**config.mk**
```make
export PLATFORM = sky130hd
export DESIGN_NAME = stack_seq_flat
export DESIGN_NICKNAME = d
export VERILOG_FILES = /design/src/rtl/stack_seq_pkg.sv /design/src/rtl/stack_seq_if.sv /design/src/rtl/stack_seq_word_ctr.sv /design/src/rtl/stack_seq.sv /design/src/flat_wrapper.sv
export SDC_FILE = /design/constraint.sdc
export NUM_CORES = 1
export LEC_CHECK = 0
export CAP_MARGIN = 20
export CORE_AREA = 2 2 56 64
export CTS_CLUSTER_DIAMETER = 30
export DETAILED_ROUTE_END_ITERATION = 6
export DIE_AREA = 0 0 58 66
export PLACE_DENSITY = 0.66
export SYNTH_ARGS = -nofsm -noshare
export SYNTH_HDL_FRONTEND = slang
export SYNTH_HIERARCHICAL = 1
export SYNTH_SLANG_ARGS = --single-unit
```
**constraint.sdc**
```tcl
create_clock -name clk -period 2 [get_ports clk]
set_input_delay 0.4 -clock clk [delete_from_list [all_inputs] [get_ports clk]]
set_output_delay 0.4 -clock clk [all_outputs]
set_load 0.05 [all_outputs]
```
**src/rtl/stack_seq_pkg.sv**
```systemverilog
// stack_seq_pkg: shared state encoding, PC-mux codes and select-width helper
// for the stack-transfer sequencer.
// Build option: STACK_SEQ_CCR_EN adds a CCR word after the PC on IRQ push
// and before the PC on RTI pop.
package stack_seq_pkg;

    typedef enum logic [2:0] {
        IDLE,
        CALL_PUSH,
        RET_POP,
        IRQ_DRAIN,
        IRQ_FRZ,
        IRQ_PUSH,
        RTI_POP
    } state_t;

    localparam logic [1:0] PC_NEXT = 2'd0;
    localparam logic [1:0] PC_RET  = 2'd1;
    localparam logic [1:0] PC_VEC  = 2'd2;
    localparam logic [1:0] PC_CALL = 2'd3;

`ifdef STACK_SEQ_CCR_EN
    localparam int CCR_WORDS = 1;
`else
    localparam int CCR_WORDS = 0;
`endif

    // Select codes run 0 (none), 1..pc_words (PC words), pc_words+1 (CCR).
    function automatic int sel_w(input int pc_words);
        return $clog2(pc_words + 2);
    endfunction

endpackage

```
**src/rtl/stack_seq_if.sv**
```systemverilog
// stack_seq_if: decode/interrupt requests into the stack sequencer and the
// memory-stage / fetch controls coming back out.
//   requests : call, ret, rti (decode), irq (level), hold (stall in progress)
//   controls : irq_ack, mem_we, mem_re, stack_op, push_sel, pop_sel, pc_sel,
//              flush, freeze_pc, freeze_cu, busy
// master = control-unit side issuing requests, slave = the sequencer.
interface stack_seq_if #(
    parameter int SEL_W = 2
);

    logic             call;
    logic             ret;
    logic             rti;
    logic             irq;
    logic             hold;
    logic             irq_ack;
    logic             mem_we;
    logic             mem_re;
    logic             stack_op;
    logic [SEL_W-1:0] push_sel;
    logic [SEL_W-1:0] pop_sel;
    logic [1:0]       pc_sel;
    logic             flush;
    logic             freeze_pc;
    logic             freeze_cu;
    logic             busy;

    modport master (
        output call, ret, rti, irq, hold,
        input  irq_ack, mem_we, mem_re, stack_op, push_sel, pop_sel, pc_sel,
               flush, freeze_pc, freeze_cu, busy
    );

    modport slave (
        input  call, ret, rti, irq, hold,
        output irq_ack, mem_we, mem_re, stack_op, push_sel, pop_sel, pc_sel,
               flush, freeze_pc, freeze_cu, busy
    );

endinterface

```
**src/rtl/stack_seq_word_ctr.sv**
```systemverilog
// stack_seq_word_ctr: loadable up/down word counter with terminal-count flag.
//   clk, rst     : clock, asynchronous active-high reset
//   load_i       : load load_val_i (has priority over step_i)
//   step_i, up_i : count one step, up when up_i else down
//   term_val_i   : terminal value compared against the current count
//   cnt_d_o      : next count (lets the owner register outputs from it)
//   term_o       : current count equals term_val_i
module stack_seq_word_ctr #(
    parameter int W = 2
) (
    input  logic         clk,
    input  logic         rst,
    input  logic         load_i,
    input  logic [W-1:0] load_val_i,
    input  logic         step_i,
    input  logic         up_i,
    input  logic [W-1:0] term_val_i,
    output logic [W-1:0] cnt_d_o,
    output logic         term_o
);

    logic [W-1:0] cnt_q;
    logic [W-1:0] cnt_d;

    always_comb
        cnt_d = load_i ? load_val_i : step_i ? (up_i ? cnt_q + W'(1) : cnt_q - W'(1)) : cnt_q;

    always_ff @(posedge clk or posedge rst)
        if (rst) cnt_q <= '0;
        else     cnt_q <= cnt_d;

    assign cnt_d_o = cnt_d;
    assign term_o  = cnt_q == term_val_i;

endmodule

```
**src/rtl/stack_seq.sv**
```systemverilog
// stack_seq: stack-transfer sequencer for CALL/RET/IRQ/RTI; drives multi-word
// PC (and optional CCR) push/pop through the data-memory port, freezes
// fetch/decode, redirects the PC and acknowledges the interrupt line.
//   clk, rst : clock, asynchronous active-high reset
//   bus      : stack_seq_if.slave (requests in, stack/fetch controls out)
// Build option: STACK_SEQ_CCR_EN (via stack_seq_pkg) adds the CCR word.
module stack_seq
    import stack_seq_pkg::*;
#(
    parameter int PC_WORDS     = 2,
    parameter int DRAIN_CYCLES = 1,
    parameter int SEL_W        = sel_w(PC_WORDS)
) (
    input logic        clk,
    input logic        rst,
    stack_seq_if.slave bus
);

    localparam int DW = $clog2(DRAIN_CYCLES + 1);
    localparam logic [SEL_W-1:0] SEL_ONE = SEL_W'(1);
    localparam logic [SEL_W-1:0] SEL_PC  = SEL_W'(PC_WORDS);
    localparam logic [SEL_W-1:0] SEL_TOP = SEL_W'(PC_WORDS + CCR_WORDS);
    localparam logic [DW-1:0]    D_MIN   = DW'(DRAIN_CYCLES);

    typedef struct packed {
        logic             mem_we;
        logic             mem_re;
        logic             stack_op;
        logic [SEL_W-1:0] push_sel;
        logic [SEL_W-1:0] pop_sel;
        logic [1:0]       pc_sel;
        logic             flush;
        logic             freeze_pc;
        logic             freeze_cu;
        logic             busy;
    } out_t;

    state_t           state_q, state_d;
    logic             pend_q, pend_d;
    logic             seen_q, seen_d;
    logic             ack_q;
    logic             accept;
    logic [DW-1:0]    dcnt_q, dcnt_d;
    logic             ctr_load, ctr_step, ctr_up, ctr_term;
    logic [SEL_W-1:0] ctr_ld_val, ctr_term_val, cnt_d;
    logic             is_push, is_pop;
    out_t             out_q, out_d;

    // Push counts up to its last word, pops count down to word 1.
    assign ctr_term_val = state_q == CALL_PUSH ? SEL_PC : state_q == IRQ_PUSH ? SEL_TOP : SEL_ONE;

    stack_seq_word_ctr #(.W(SEL_W)) u_ctr (
        .clk        (clk),
        .rst        (rst),
        .load_i     (ctr_load),
        .load_val_i (ctr_ld_val),
        .step_i     (ctr_step),
        .up_i       (ctr_up),
        .term_val_i (ctr_term_val),
        .cnt_d_o    (cnt_d),
        .term_o     (ctr_term)
    );

    always_comb begin
        // seen keeps a held-high line from re-latching until it goes low.
        accept     = bus.irq && !pend_q && !seen_q;
        seen_d     = bus.irq && (seen_q || accept);
        pend_d     = pend_q || accept;
        state_d    = state_q;
        dcnt_d     = dcnt_q;
        ctr_load   = 1'b0;
        ctr_ld_val = '0;
        ctr_step   = 1'b0;
        ctr_up     = 1'b0;
        case (state_q)
            IDLE: begin
                ctr_load = 1'b1;
                if (bus.rti) begin
                    state_d    = RTI_POP;
                    ctr_ld_val = SEL_TOP;
                end else if (bus.ret) begin
                    state_d    = RET_POP;
                    ctr_ld_val = SEL_PC;
                end else if (bus.call) begin
                    state_d    = CALL_PUSH;
                    ctr_ld_val = SEL_ONE;
                end else if (pend_d) begin
                    state_d = IRQ_DRAIN;
                    pend_d  = 1'b0;
                    dcnt_d  = DW'(1);
                end
            end
            CALL_PUSH, IRQ_PUSH: begin
                ctr_step = 1'b1;
                ctr_up   = 1'b1;
                if (ctr_term) begin
                    state_d  = IDLE;
                    ctr_load = 1'b1;
                end
            end
            RET_POP, RTI_POP: begin
                ctr_step = 1'b1;
                if (ctr_term) begin
                    state_d  = IDLE;
                    ctr_load = 1'b1;
                end
            end
            IRQ_DRAIN: begin
                if (dcnt_q >= D_MIN && !bus.hold) state_d = IRQ_FRZ;
                else if (dcnt_q < D_MIN)          dcnt_d  = dcnt_q + DW'(1);
            end
            IRQ_FRZ: begin
                state_d    = IRQ_PUSH;
                ctr_load   = 1'b1;
                ctr_ld_val = SEL_ONE;
            end
            default: state_d = IDLE;
        endcase
    end

    // Outputs are decoded from the next state/count so they come straight off flops.
    always_comb begin
        is_push         = state_d inside {CALL_PUSH, IRQ_PUSH};
        is_pop          = state_d inside {RET_POP, RTI_POP};
        out_d           = '0;
        out_d.busy      = state_d != IDLE;
        out_d.mem_we    = is_push;
        out_d.mem_re    = is_pop;
        out_d.stack_op  = is_push || is_pop;
        out_d.push_sel  = is_push ? cnt_d : '0;
        out_d.pop_sel   = is_pop ? cnt_d : '0;
        out_d.pc_sel    = (state_d == CALL_PUSH && cnt_d == SEL_ONE) ? PC_CALL :
                          (is_pop && cnt_d == SEL_ONE)               ? PC_RET  :
                          (state_d == IRQ_PUSH && cnt_d == SEL_TOP)  ? PC_VEC  : PC_NEXT;
        out_d.flush     = state_d == CALL_PUSH && cnt_d == SEL_ONE;
        out_d.freeze_pc = is_pop || state_d inside {IRQ_FRZ, IRQ_PUSH};
        out_d.freeze_cu = is_pop || state_d == IRQ_PUSH;
    end

    always_ff @(posedge clk or posedge rst) begin
        if (rst) begin
            state_q <= IDLE;
            pend_q  <= 1'b0;
            seen_q  <= 1'b0;
            ack_q   <= 1'b0;
            dcnt_q  <= '0;
            out_q   <= '0;
        end else begin
            state_q <= state_d;
            pend_q  <= pend_d;
            seen_q  <= seen_d;
            ack_q   <= accept;
            dcnt_q  <= dcnt_d;
            out_q   <= out_d;
        end
    end

    assign bus.irq_ack   = ack_q;
    assign bus.mem_we    = out_q.mem_we;
    assign bus.mem_re    = out_q.mem_re;
    assign bus.stack_op  = out_q.stack_op;
    assign bus.push_sel  = out_q.push_sel;
    assign bus.pop_sel   = out_q.pop_sel;
    assign bus.pc_sel    = out_q.pc_sel;
    assign bus.flush     = out_q.flush;
    assign bus.freeze_pc = out_q.freeze_pc;
    assign bus.freeze_cu = out_q.freeze_cu;
    assign bus.busy      = out_q.busy;

endmodule

```
**src/flat_wrapper.sv**
```systemverilog
// flat-port wrapper written by rule: the top's interface ports become plain ports
module stack_seq_flat import stack_seq_pkg::*;
#(
    parameter int PC_WORDS     = 2,
    parameter int DRAIN_CYCLES = 1,
    parameter int SEL_W        = sel_w(PC_WORDS)
)
  (clk, rst, bus_call, bus_ret, bus_rti, bus_irq, bus_hold, bus_irq_ack, bus_mem_we, bus_mem_re, bus_stack_op, bus_push_sel, bus_pop_sel, bus_pc_sel, bus_flush, bus_freeze_pc, bus_freeze_cu, bus_busy);
  stack_seq_if #(.SEL_W(SEL_W)) bus_i ();
  input logic clk;
  input logic rst;
  input wire logic [$bits(bus_i.call)-1:0] bus_call;
  input wire logic [$bits(bus_i.ret)-1:0] bus_ret;
  input wire logic [$bits(bus_i.rti)-1:0] bus_rti;
  input wire logic [$bits(bus_i.irq)-1:0] bus_irq;
  input wire logic [$bits(bus_i.hold)-1:0] bus_hold;
  output wire logic [$bits(bus_i.irq_ack)-1:0] bus_irq_ack;
  output wire logic [$bits(bus_i.mem_we)-1:0] bus_mem_we;
  output wire logic [$bits(bus_i.mem_re)-1:0] bus_mem_re;
  output wire logic [$bits(bus_i.stack_op)-1:0] bus_stack_op;
  output wire logic [$bits(bus_i.push_sel)-1:0] bus_push_sel;
  output wire logic [$bits(bus_i.pop_sel)-1:0] bus_pop_sel;
  output wire logic [$bits(bus_i.pc_sel)-1:0] bus_pc_sel;
  output wire logic [$bits(bus_i.flush)-1:0] bus_flush;
  output wire logic [$bits(bus_i.freeze_pc)-1:0] bus_freeze_pc;
  output wire logic [$bits(bus_i.freeze_cu)-1:0] bus_freeze_cu;
  output wire logic [$bits(bus_i.busy)-1:0] bus_busy;
  assign bus_i.call = bus_call;
  assign bus_i.ret = bus_ret;
  assign bus_i.rti = bus_rti;
  assign bus_i.irq = bus_irq;
  assign bus_i.hold = bus_hold;
  assign bus_irq_ack = bus_i.irq_ack;
  assign bus_mem_we = bus_i.mem_we;
  assign bus_mem_re = bus_i.mem_re;
  assign bus_stack_op = bus_i.stack_op;
  assign bus_push_sel = bus_i.push_sel;
  assign bus_pop_sel = bus_i.pop_sel;
  assign bus_pc_sel = bus_i.pc_sel;
  assign bus_flush = bus_i.flush;
  assign bus_freeze_pc = bus_i.freeze_pc;
  assign bus_freeze_cu = bus_i.freeze_cu;
  assign bus_busy = bus_i.busy;
  stack_seq #(.PC_WORDS(PC_WORDS), .DRAIN_CYCLES(DRAIN_CYCLES), .SEL_W(SEL_W)) u_core (.clk(clk), .rst(rst), .bus(bus_i));
endmodule
```
**After elaboration in Yosys (flattened, before gate mapping)**

Cells that the tools add are included.

- Register bits: 22
- Input bits: 7
- Logic and storage cells: 102

- Add/subtract/negate cells: 3
- $lt $le $gt $ge: 2
- Equality and inequality tests: 20
- Muxes and demuxes: 36
- Reductions and logical operators: 25

Operators with widths:

| operator | count |
|---|---|
| $mux W2 | 12 |
| $eq A3 B3 Y1 const B | 6 |
| $mux W3 | 6 |
| $mux W1 | 14 |
| $pmux W3 S4 | 1 |
| $eq A3 B2 Y1 const B | 3 |
| $ne A2 B2 Y1 const B | 4 |
| $reduce_bool A2 Y1 | 4 |
| $logic_and A1 B1 Y1 | 7 |
| $reduce_and A7 Y1 | 1 |
| $eq A3 B1 Y1 const B | 2 |
| $logic_or A1 B1 Y1 | 5 |
| $ne A2 B1 Y1 const B | 2 |
| $pmux W1 S2 | 2 |
| $pmux W2 S2 | 1 |
| $reduce_or A2 Y1 | 2 |
| $reduce_or A4 Y1 | 1 |
| $logic_not A1 Y1 | 3 |
| $logic_not A3 Y1 | 1 |
| $reduce_bool A3 Y1 | 1 |
| $add A2 B1 Y2 const B | 1 |
| $eq A2 B1 Y1 const B | 1 |
| $eq A2 B2 Y1 | 1 |
| $eq A2 B2 Y1 const B | 1 |
| 4 further kinds | 4 |

**Depth between registers and ports, before layout**

- Depth in word-level cells: 14
- Mapped depth: 14
- Gate-level depth less buffers: 14

**Modules after synthesis**

The synthesis kept the hierarchy.

Modules (own cells, without submodules):

| module | times used | cells an instance | area each (um^2) | seq. area each (um^2) |
|---|---|---|---|---|
| stack_seq | 1 | 87 | 939.7 | 500.5 |
| stack_seq_word_ctr | 1 | 16 | 140.1 | 50.0 |

**Worst setup path after synthesis**

No wires, ideal clock.

- Path type: register -> register
- Start: register u_core.state_q[0]
- End: register u_core.out_q, in the netlist u_core/bus.pc_sel[0]
- Arrival time: 1.995 ns
- Required time: 1.921 ns
- Path slack: -0.074 ns
- Cell stages (with the launch flop): 14
- Buffers on the path: 0
- Clock period less this slack: 2.074 ns
- Cells stage by stage: dfrtp_1 ha_1 inv_1 xor2_1 nor2_1 nand2b_1 o21ai_2 nand2_1 a22o_1 inv_1 ha_1 and2_1 nand2_1 a21oi_1

RTL lines:

| item | line | RTL |
|---|---|---|
| start, declared | stack_seq.sv:38 | `state_t state_q, state_d;` |
| start signal, assigned | stack_seq.sv:149 | `state_q <= state_d;` |
| end signal, assigned | stack_seq.sv:154 | `out_q <= out_d;` |
| end, declared | stack_seq.sv:47 | `out_t out_q, out_d;` |

==> reports/metrics.cfg <==
[run_status]
status = finished with violations
violations = negative setup slack

[placement]
dpl_worst_slack_ps = -199
place_inst = 176
place.gp.congestion = 0.756
dp_hpwl_mm = 1.79
port_buffers = 20

[route]
via_per_inst = 4.65
drt-pass1-iter-count = 4
vias = 865
route.detailed.drc = 0
routedWlPerCell_um = 13.2
antenna_left = 0
routed_wl_mm = 2.45
drt-initial-drc-count = 21

[logic_synthesis]
ys_ff_latch = 22
synth_top_cell_by_area = dfrtp_1
synth_cells = 103
syn-num-nets = 118
seq_area_frac_synth = 0.510
netlist_top_cells_area = dfrtp_1 51%, ha_1 9.3%, inv_1 3.5%
synth_cell_type_count = 30
synth.avg_cell_area_um2 = 10.5
synthDominantCellAreaShare = 0.510
syn_area_um2 = 1080
yosys_warnings = 6

[timing]
hold_viol_final = 0
skew_ps = 2.98
setup_violations = 8
rsz0062_at_grt = yes
worst_pin_slew_ps = 504
fmax_mhz = 472
layout_setup_ws_ps = -120
period_minus_slack_ps = 2120
post-route-period-util = 1.06
maxSlewViolCount = 0
slew_headroom = 0.663

[floorplan]
core_um2 = 3190
die_w_um = 58
start_util = 0.338
die_h_um = 66
dieArea_um2 = 3830
rows = 22
ios = 21

[clocking]
numClockSinks = 22
clkSlewWorstSetupHoldPaths_ps = 110
htreeDepth = 1
cts_max_path_buffers = 2
clock-root-buffer = clkbuf_4
tritoncts = done
clock_latency_ps = 300
cts_buffers = 3

[cells_and_area]
drive_gt1_frac = 0.387
stdcell_count = 186
finalNetCount = 166
syn_to_final_growth_pct = 56.9
diodes = 0

[setup_path]
arrival_ps = 2360
worstReg2RegStart = u_core/state_q[0]
cp_max_fo = 4
max_stage_delay_ps = 470
worstSetupEndpointType = register
worstPathRequired_ps = 2240
crit_family = simple AND/OR/NAND/NOR gates
path_class = register to register
timing.critical_path.buf_inv = 2
cp-startpoint = u_core/state_q[0]
worst_path_max_delay_cell = dfrtp_2
startpoint_type = register
cp_cell_sequence = ha_4, inv_2, xor2_2, nor2_2, nand2b_4, o21ai_4, nand2_1, a22o_1, inv_2, ha_4, and2_4, nand2_4, a21oi_2

[hold_path]
hold_class = input port to asynchronous set/reset pin

[grt]
grt_pass1_wl_mm = 4.14
gr-total-overflow = 0
grt_pass1_vias = 935
antenna_found_initial = 0
grt_max_degree = 21
grt_util_all_layers = 0.141

[run]
maxCapViolCount = 0

[per-stage QoR]
stage	hold WS [ps]	cell area (um2)	setup TNS, ps	util
2_1_floorplan	141	1090	-25.6	-
3_3_place_gp	407	1470	-852	0.460
3_5_place_dp	411	1470	-1020	0.460
4_1_cts	254	1610	-316	0.505
5_1_grt	248	1690	-1830	0.531
6_report	270	1690	-650	0.531
[cells in the final DEF (no fill, tap or decap), drive strengths merged, types with 4 or more instances in the layout]
cell           count
dfrtp             22
nor2b              5
inv               10
buf               24
ha                 8
clkbuf             4
nand2b             4
o21ai              5
nand2              8
clkdlybuf4s50     20
a21oi              7
and2               4
nor2               8
[cell usage after synthesis, drive strengths merged]
library cell	n
a21boi	1
a21o	2
a21oi	7
a22o	1
a31oi	1
and2	4
buf	1
dfrtp	22
ha	8
inv	10
mux2	1
nand2	8
nand2b	4
nand3b	2
nor2	8
nor2b	5
nor3	2
nor3b	2
o211ai	1
o21a	2
o21ai	5
o21bai	1
or2b	1
xnor2	2
xor2	2
[logic make-up after synthesis]
kind of cell               Yosys count  share of synthesized area
and+or+nand+nor                     36                      0.187
buffers and inverters               11                     0.0394
xor gates and xnor gates             4                     0.0325
DFF                                 22                      0.510
muxes                                1                     0.0139
adders and majority gates            8                     0.0927
AOI/OAI and AO/OA                   21                      0.125
[repair_timing]
item                       in CTS  in global routing
setup endpoints to repair       8                 14
setup buffers                   5                  3
hold buffers                    0                  0
gates resized for setup        20                 14
pin swaps                      13                  6
[worst paths after layout]
kind                       slack [ps]                     to  depth (start not counted)
setup / recovery                 -120   u_core/bus.pc_sel[0]                         13
max in group asynchronous        1330      u_core/state_q[0]                          3
hold reg to reg                   430     u_core/bus.irq_ack                          1
setup reg to reg                 -120   u_core/bus.pc_sel[0]                         13
min in group clk                  430     u_core/bus.irq_ack                          1
hold / removal                    270  u_core/u_ctr/cnt_q[0]                          2
[registers in the layout, indices dropped and copies added (netlist names)]
name	flops
u_core/bus.busy	1
u_core/bus.pc_sel	2
u_core/bus.push_sel	2
u_core/bus.freeze_cu	1
u_core/u_ctr/cnt_q	2
u_core/seen_q	1
u_core/state_q	3
u_core/bus.mem_we	1
u_core/pend_q	1
u_core/bus.stack_op	1
u_core/bus.pop_sel	2
u_core/dcnt_q	1
u_core/bus.flush	1
u_core/bus.mem_re	1
u_core/bus.irq_ack	1
u_core/bus.freeze_pc	1
[final cells by class]
type / count / area, um2
Multi-Input combinational cell: 70 / 624
Timing Repair Buffer: 44 / 399
Fill cell: 270 / 1500
Sequential cell: 22 / 552
Clock buffer: 4 / 36.3
Tap cell: 36 / 45.0
Inverter: 10 / 37.5
[routing by layer]
| metal | track usage | share of wire | up-vias | wire length (um) |
|---|---|---|---|---|
| li1 | - | - | 430 | - |
| met1 | 0.164 | 0.40 | 424 | 982 |
| met2 | 0.259 | 0.58 | 9 | 1410 |
| met3 | 0.0157 | 0.017 | 2 | 41 |
| met4 | 0.0610 | 0.0049 | 0 | 12 |
| met5 | 0 | 0 | - | 0 |
Power is left out: the tool's default activity adds up to more than one toggle a clock period on the data nets, which glitch-free logic cannot reach.
